===== src/rtl/forward_stall_controller.sv =====
// forward_stall_controller
//   Hazard unit for a 5-stage in-order pipeline. It keeps shadow records of
//   the instructions in EX, MEM and WB, and it produces the following:
//   - operand forwarding selects for EX,
//   - a one-cycle load-use stall/bubble,
//   - a pipeline flush on a taken branch,
//   - saturating stall and flush event counters.
//
// Ports
//   clk                  rising-edge clock
//   reset                synchronous active-low reset
//   id_valid_i           ID holds a real instruction
//   id_rs1_i, id_rs2_i   ID source registers
//   id_rd_i              ID destination register
//   id_reg_write_i       ID writes a register
//   id_mem_read_i        ID is a load
//   ex_branch_taken_i    EX branch/jump resolved taken
//   fwd_a_wb_sel_o       operand A forwarding select, WB source
//   fwd_a_mem_sel_o      operand A forwarding select, MEM source
//   fwd_b_wb_sel_o       operand B forwarding select, WB source
//   fwd_b_mem_sel_o      operand B forwarding select, MEM source
//   stall_o              freeze PC and IF/ID
//   bubble_o             load a NOP into ID/EX
//   flush_o              clear IF/ID and ID/EX
//   state_o              00 RUN, 01 STALL, 10 FLUSH
//   stall_cnt_o          stall event counter
//   flush_cnt_o          flush event counter
module forward_stall_controller #(
   parameter int REG_AW = 5,
   parameter int CNT_W  = 16
) (
   input  logic              clk,
   input  logic              reset,
   input  logic              id_valid_i,
   input  logic [REG_AW-1:0] id_rs1_i,
   input  logic [REG_AW-1:0] id_rs2_i,
   input  logic [REG_AW-1:0] id_rd_i,
   input  logic              id_reg_write_i,
   input  logic              id_mem_read_i,
   input  logic              ex_branch_taken_i,
   output logic              fwd_a_wb_sel_o,
   output logic              fwd_a_mem_sel_o,
   output logic              fwd_b_wb_sel_o,
   output logic              fwd_b_mem_sel_o,
   output logic              stall_o,
   output logic              bubble_o,
   output logic              flush_o,
   output logic [1:0]        state_o,
   output logic [CNT_W-1:0]  stall_cnt_o,
   output logic [CNT_W-1:0]  flush_cnt_o
);

   typedef struct packed {
      logic              valid;
      logic [REG_AW-1:0] rs1;
      logic [REG_AW-1:0] rs2;
      logic [REG_AW-1:0] rd;
      logic              reg_write;
      logic              mem_read;
   } stage_t;

   typedef enum logic [1:0] {
      ST_RUN   = 2'b00,
      ST_STALL = 2'b01,
      ST_FLUSH = 2'b10
   } state_t;

   stage_t           r_ex, r_mem, r_wb;
   stage_t           w_id;
   state_t           r_state, w_state_nxt;
   logic [CNT_W-1:0] r_stall_cnt, r_flush_cnt;
   logic             w_load_use;
   logic             w_flush;
   logic             w_stall;

   // A stage produces a value for register r. Writes to x0 never count.
   function automatic logic f_hit(input stage_t s, input logic [REG_AW-1:0] r);
      return s.valid & s.reg_write & (s.rd != '0) & (s.rd == r);
   endfunction

   assign w_id = '{valid:     id_valid_i,
                   rs1:       id_rs1_i,
                   rs2:       id_rs2_i,
                   rd:        id_rd_i,
                   reg_write: id_reg_write_i,
                   mem_read:  id_mem_read_i};

   // Pipeline shadow records. A stalled or flushed ID slot enters EX as a
   // bubble. The ID instruction itself stays in the IF/ID register, which
   // is frozen by stall_o.
   always_ff @(posedge clk) begin
      if (!reset) begin
         r_ex  <= '0;
         r_mem <= '0;
         r_wb  <= '0;
      end else begin
         r_wb  <= r_mem;
         r_mem <= r_ex;
         if (w_stall || w_flush) r_ex.valid <= 1'b0;
         else                    r_ex       <= w_id;
      end
   end

   // Forwarding selects. MEM and WB are reported independently. The
   // datapath chains the two muxes, which gives MEM priority when both
   // stages hit.
   assign fwd_a_mem_sel_o = r_ex.valid & f_hit(r_mem, r_ex.rs1);
   assign fwd_a_wb_sel_o  = r_ex.valid & f_hit(r_wb,  r_ex.rs1);
   assign fwd_b_mem_sel_o = r_ex.valid & f_hit(r_mem, r_ex.rs2);
   assign fwd_b_wb_sel_o  = r_ex.valid & f_hit(r_wb,  r_ex.rs2);

   assign w_load_use = id_valid_i & r_ex.valid & r_ex.mem_read & r_ex.reg_write &
                       (r_ex.rd != '0) & ((r_ex.rd == id_rs1_i) | (r_ex.rd == id_rs2_i));
   assign w_flush    = ex_branch_taken_i & r_ex.valid;
   assign w_stall    = w_load_use & ~w_flush;

   assign flush_o  = w_flush;
   assign stall_o  = w_stall;
   assign bubble_o = w_stall;

   // FSM: state register
   always_ff @(posedge clk) begin
      if (!reset) r_state <= ST_RUN;
      else        r_state <= w_state_nxt;
   end

   // FSM: next state
   always_comb begin
      w_state_nxt = ST_RUN;
      if (w_flush)      w_state_nxt = ST_FLUSH;
      else if (w_stall) w_state_nxt = ST_STALL;
   end

   // FSM: outputs
   always_comb begin
      state_o = r_state;
   end

   // Saturating event counters
   always_ff @(posedge clk) begin
      if (!reset) begin
         r_stall_cnt <= '0;
         r_flush_cnt <= '0;
      end else begin
         if (w_stall && (r_stall_cnt != '1)) r_stall_cnt <= r_stall_cnt + CNT_W'(1);
         if (w_flush && (r_flush_cnt != '1)) r_flush_cnt <= r_flush_cnt + CNT_W'(1);
      end
   end

   assign stall_cnt_o = r_stall_cnt;
   assign flush_cnt_o = r_flush_cnt;

   // Record fields that are carried along for completeness but not consumed
   logic w_unused;
   assign w_unused = ^{r_mem.rs1, r_mem.rs2, r_mem.mem_read,
                       r_wb.rs1,  r_wb.rs2,  r_wb.mem_read};

endmodule


===== config.mk =====
export PLATFORM = sky130hd
export DESIGN_NAME = forward_stall_controller
export DESIGN_NICKNAME = d
export VERILOG_FILES = /design/src/rtl/forward_stall_controller.sv
export SDC_FILE = /design/constraint.sdc
export NUM_CORES = 1
export LEC_CHECK = 0
export BUFFER_PORTS_ARGS = -buffer_cell sky130_fd_sc_hd__buf_4
export CORE_MARGIN = 3
export CORE_UTILIZATION = 50
export CTS_CLUSTER_DIAMETER = 150
export DETAILED_ROUTE_END_ITERATION = 16
export PLACE_DENSITY = 0.73
export REMOVE_ABC_BUFFERS = 1
export SYNTH_ARGS = -nofsm -noshare
export SYNTH_HDL_FRONTEND = slang
export SYNTH_SLANG_ARGS = --single-unit

===== constraint.sdc =====
create_clock -name clk -period 1.9 [get_ports clk]
set_input_delay 0.38 -clock clk [delete_from_list [all_inputs] [get_ports clk]]
set_output_delay 0.38 -clock clk [all_outputs]
set_load 0.01 [all_outputs]

Word-level counts from Yosys, hierarchy flattened
Index checks and enable logic that the tools add are counted.

Register bits: 66. Input bits: 21. Output and inout bits: 41. Logic and storage cells: 58.

$add $sub $neg: 2. Equal/unequal tests: 8. Muxes and demuxes: 2. Bitwise logic cells: 22. Reductions and logical operators: 8.

Operators by type and width (count): $add A16 B1 Y16 const B (2); $ne A16 B16 Y1 const B (2); $eq A5 B5 Y1 (6); $and A1 B1 Y1 (19); $reduce_bool A5 Y1 (3); $reduce_or A2 Y1 (2); $logic_and A1 B1 Y1 (2); $mux W2 (1); $not A1 Y1 (2); $logic_or A1 B1 Y1 (1); $mux W1 (1); $or A1 B1 Y1 (1).

Longest topological paths before layout
Word-level depth: 8. Gate-level depth with buffers: 7. Mapped depth without buffers: 6.

Least setup slack after synthesis
OpenSTA, ideal clock, no wires.

Path kind: in2out. Start point: input id_rs1_i[4]. End point: output stall_o. Data arrival time: 1.503 ns. Required time: 1.520 ns. Slack: 0.017 ns. Stages on the path: 7. Buffers on the path: 2. Cells stage by stage: xor2_1 nor3_2 a22oi_2 buf_6 nand2b_1 nor2_1 buf_4.

Cells in the longest elaborated chain, start to end: 4.

Ends and longest elaborated chain: from (decl) (RTL line 35) `input logic [REG_AW-1:0] id_rs1_i,`; $eq A5 B5 Y1 (RTL line 113) `(r_ex.rd != '0) & ((r_ex.rd == id_rs1_i) | (r_ex.rd == id_rs2_i));`; $or A1 B1 Y1 (RTL line 113); $and A1 B1 Y1 (RTL line 113); $and A1 B1 Y1 (RTL line 115) `assign w_stall = w_load_use & ~w_flush;`; to (decl) (RTL line 45) `output logic stall_o,`.

No other way between the ends.

Worst setup path in the final report
Start point: register r_wb[4] in the netlist's numbering. End point: output fwd_b_wb_sel_o.

Cells in the longest elaborated chain, start to end: 4. Elaborated cells on any way between the ends: 5. Those cells by class: 1 x eq/ne; 3 x bitwise; 1 x reduce/logical.

Ends and longest elaborated chain: from (decl) (RTL line 68) `stage_t r_ex, r_mem, r_wb;`; from (signal assigned) (RTL line 97) `r_wb <= r_mem;`; $reduce_bool A5 Y1 (RTL line 78) `return s.valid & s.reg_write & (s.rd != '0) & (s.rd == r);`; $and A1 B1 Y1 (RTL line 78); $and A1 B1 Y1 (*) (RTL line 78); $and A1 B1 Y1 (*) (RTL line 110) `assign fwd_b_wb_sel_o = r_ex.valid & f_hit(r_wb, r_ex.rs2);`; to (decl) (RTL line 43) `output logic fwd_b_wb_sel_o,`.

Every way passes the cells marked *; elsewhere a longest branch is shown, timed or not.

==> metrics.md <==
| Metric | Value |
|---|---|
| Final core occ | a little under three quarters |
| Fmax | approximately 490 MHz |
| 1st-pass router iterations | 4 |
| Die Ht | a little under 90 um |
| DRC violations left | 0 |
| Leakage | between 1.5 and 2 nW |
| Register area share after synthesis | between 30% and 40% |
| Main synth FF type | dfxtp_1 |
| Post-synthesis cell area | between 3000 and 4000 um2 |
| Post-synth EDFFs | 0 |
| P per Cell Area | roughly 660 nW/um2 |
| Avg Cell Area, Syn | about 8.8 um2 |
| Die W | around 90 um |
| Max Cap Violations | 0 |
| Layout Area Growth over Synthesis | 34.43% |
| Fin Hold WS | 0.2694 ns |
| Clk root buf | clkbuf_8 |
| Async SR Flop Fraction | 0% |
| Final worst-path cycle share | 107.3% |
| Req. time, crit path | 1.52 ns |
| #FFs+latches synth | 66 |
| Post-Syn Instances | between 300 and 400 |
| Std-Cell Rows | 29 |
| Gp weighted congestion | about 0.8 |
| PortBufs | 61 |
| Tot Pwr | between 3 and 4 mW |
| Endpoints failing setup | 6 |
| RSZ-0062 raised after global routing | true |
| CTS tree | done |
| Final nets | a little over 500 |
| Io pins | 62 |
| CTS Buffer Depth | 2 |
| Peak VDD IR | between 400 and 500 uV |
| Final Max Tran Viols | 0 |
| Setup TNS | -0.5971 ns |
| Yosys warns | 0 |
| # placed instances | around 540 |
| Slew margin rel. | between 60% and 70% |
| Setup crit start kind | flop |
| Layout cells sized above 1 | 35.93% |
| Data arrival, critical path | about 1.7 ns |
| Pin count of the biggest net entering global routing | 40 |
| Vias after detailed routing | roughly 3200 |
| Iteration-0 DRC Markers | 151 |
| Initial core utilization | 52.97% |
| Vias in the first global route | between 3000 and 4000 |
| Clock latency at the later pin of the worst-skew pair | ~0.35 ns |
| Worst setup EP type | primary output |
| CTS Buf Count | 9 |
| H-tree Lvls | 3 |
| Overflow after GRT | 0 |
| CORE AREA | between 6000 and 7000 um2 |
| Final Hold Fails | 0 |
| Least-Margin Pin Slew | 0.5148 ns |
| Non-Filler Instances | roughly 560 |
| Initial antenna violation count | 0 |
| CTS Sinks | 66 |
| Clock-pin slew on the worst setup and hold paths | 0.07 ns |
| Routed vias/inst | approximately 5.7 |
| Synth unique cells | 59 |
| Failing checks | setup timing |
| Worst min path class | in2reg |
| Crit path max fanout | 2 |
| First-pass GRT wire length | ~15000 um |
| Period minus WS final | roughly 2.0 ns |
| Post-DP HPWL | slightly above 6000 um |
| Inserted Diodes | 0 |
| WS Path Type | reg2out |
| Antenna viol nets, final | 0 |
| Fin worst setup slack | -0.1384 ns |
| Clk_skew | 0.01007 ns |
| Die area | approximately 8000 um2 |
| Wire length per cell | between 15 and 20 um |
| Status | finished, violations left |
| Routed WL | approximately 9000 um |
| GRT Util Overall | between 20% and 30% |
==> cells in the mapped netlist (all sizes together), types with 2 or more instances <==
library cell,number,share of area (%)
xnor2,23,5.8
nor3,6,1.2
and3,11,2.0
o2111ai,3,0.76
inv,10,1.1
clkbuf,14,1.5
nor4b,3,0.94
nand4,14,3.1
a21oi,16,2.4
and4,2,0.51
xor2,20,5.1
buf,8,1.6
mux2i,10,2.9
nor4,8,1.8
dfxtp,66,38
nand3,14,2.2
nand2,52,5.7
or4,9,2.1
nor3b,3,0.65
a2bb2oi,10,2.5
o311ai,10,2.5
o31ai,6,1.3
ha,2,0.72
or4b,2,0.58
o211ai,2,0.43
o21ai,7,1.1
or2,5,0.90
or3,3,0.54
and2,9,1.6
a2111oi,5,2.0
nor2,22,2.4
nand2b,7,1.3
==> registers in the layout, summed over array words and instances (netlist names) <==
signal,cells
flush_cnt_o,16
r_wb,7
stall_cnt_o,16
r_mem,7
r_ex,18
state_o,2
==> path summary, 6_finish.rpt <==
path,start,endpoint,slack (ns),cells past startpoint
worst max-delay path,r_wb[4],fwd_b_wb_sel_o,-0.14,4
worst min-delay path,id_rd_i[1],r_ex[3],0.27,3
worst max register to register,r_ex[2],stall_cnt_o[4],0.06,7
worst min register to register,r_ex[1],r_mem[1],0.47,2
==> cell families (layout without fill, tap and decap cells) <==
logic type	count (synthesis)	after routing	synth area share [%]
and+or+nand+nor	172	172	28.03
AOI/OAI and AO/OA	67	67	15.12
DFF	66	66	38.19
xor gates and xnor gates	43	43	10.89
buffers and inverters	32	127	4.159
muxes	10	10	2.893
adders and majority gates	2	2	0.7232
==> worst max-delay path, stage by stage (launching register included) <==
cell and delay (ns):
dfxtp_2 0.33, or4_4 0.54, o2111ai_4 0.22, nor4_2 0.08, buf_4 0.14
==> placed cells by master (no fill, tap or decap), types with 3 or more instances in the layout <==
master     Yosys  routed
dfxtp_2        0       8
or2_2          5       5
nor2_1        22      20
nand2b_1       7       6
nand3_1       13      13
a21oi_2        1       4
nand4_1       12      12
or4_1          8       3
and2_1         9       9
clkbuf_8       0      10
mux2i_1       10      10
buf_6          2       4
a2111oi_2      4       4
xor2_2         0       3
o31ai_1        6       6
nor3b_1        3       3
nor3_2         2       3
inv_1          9       9
or4_4          1       6
a2bb2oi_1     10      10
o311ai_0      10      10
a21oi_1       15      11
dfxtp_4        0       3
o21ai_0        5       5
buf_4          1      94
nor4_2         2       6
xor2_1        20      17
xnor2_1       23      23
nand2_1       51      51
nor3_1         4       3
or3_1          3       3
and3_1        11      11
clkinv_2       0       3
dfxtp_1       66      55
==> layout make-up <==
type                       count  area [um2]
inverter                      10       37.54
multi-input combinational    294        2163
clock inverter                 5       53.80
fill                         504        1881
clock buffer                  11       141.4
sequential                    66        1343
timing repair buffer         101       815.8
tap                           77       96.34
==> stage by stage <==
step | area (um2) | setup WS (ns)
2_1_floorplan | 3353 | -0.4479
3_3_place_gp | 4143 | -0.008386
3_5_place_dp | 4143 | -0.05174
4_1_cts | 4492 | -0.1627
5_1_grt | 4651 | -0.1972
6_report | 4651 | -0.1384
==> metal layers <==
metal  wire, um  global-route usage (%)  share of wire (%)
met5          0                       0                  0
met4        114                   9.743                1.3
met3        344                   3.594                3.8
met2       4533                   40.46                 50
met1       4014                   30.12                 45
==> report_power, final <==
group	total, mW	switching (mW)	internal [mW]
Sequential	1.48	0.0540	1.43
Combinational	0.379	0.189	0.190
Clock	1.19	0.551	0.638
Total	3.05	0.794	2.26
==> repair_timing <==
action	4_1_cts	5_1_grt
hold buffers	0	0
gates resized for setup	26	21
endpoints found under the setup margin	6	22
pin swaps	13	15
hold endpoints to repair	0	0
buffers inserted	6	5
cloned	0	1
(Power assumes the default switching activity.)
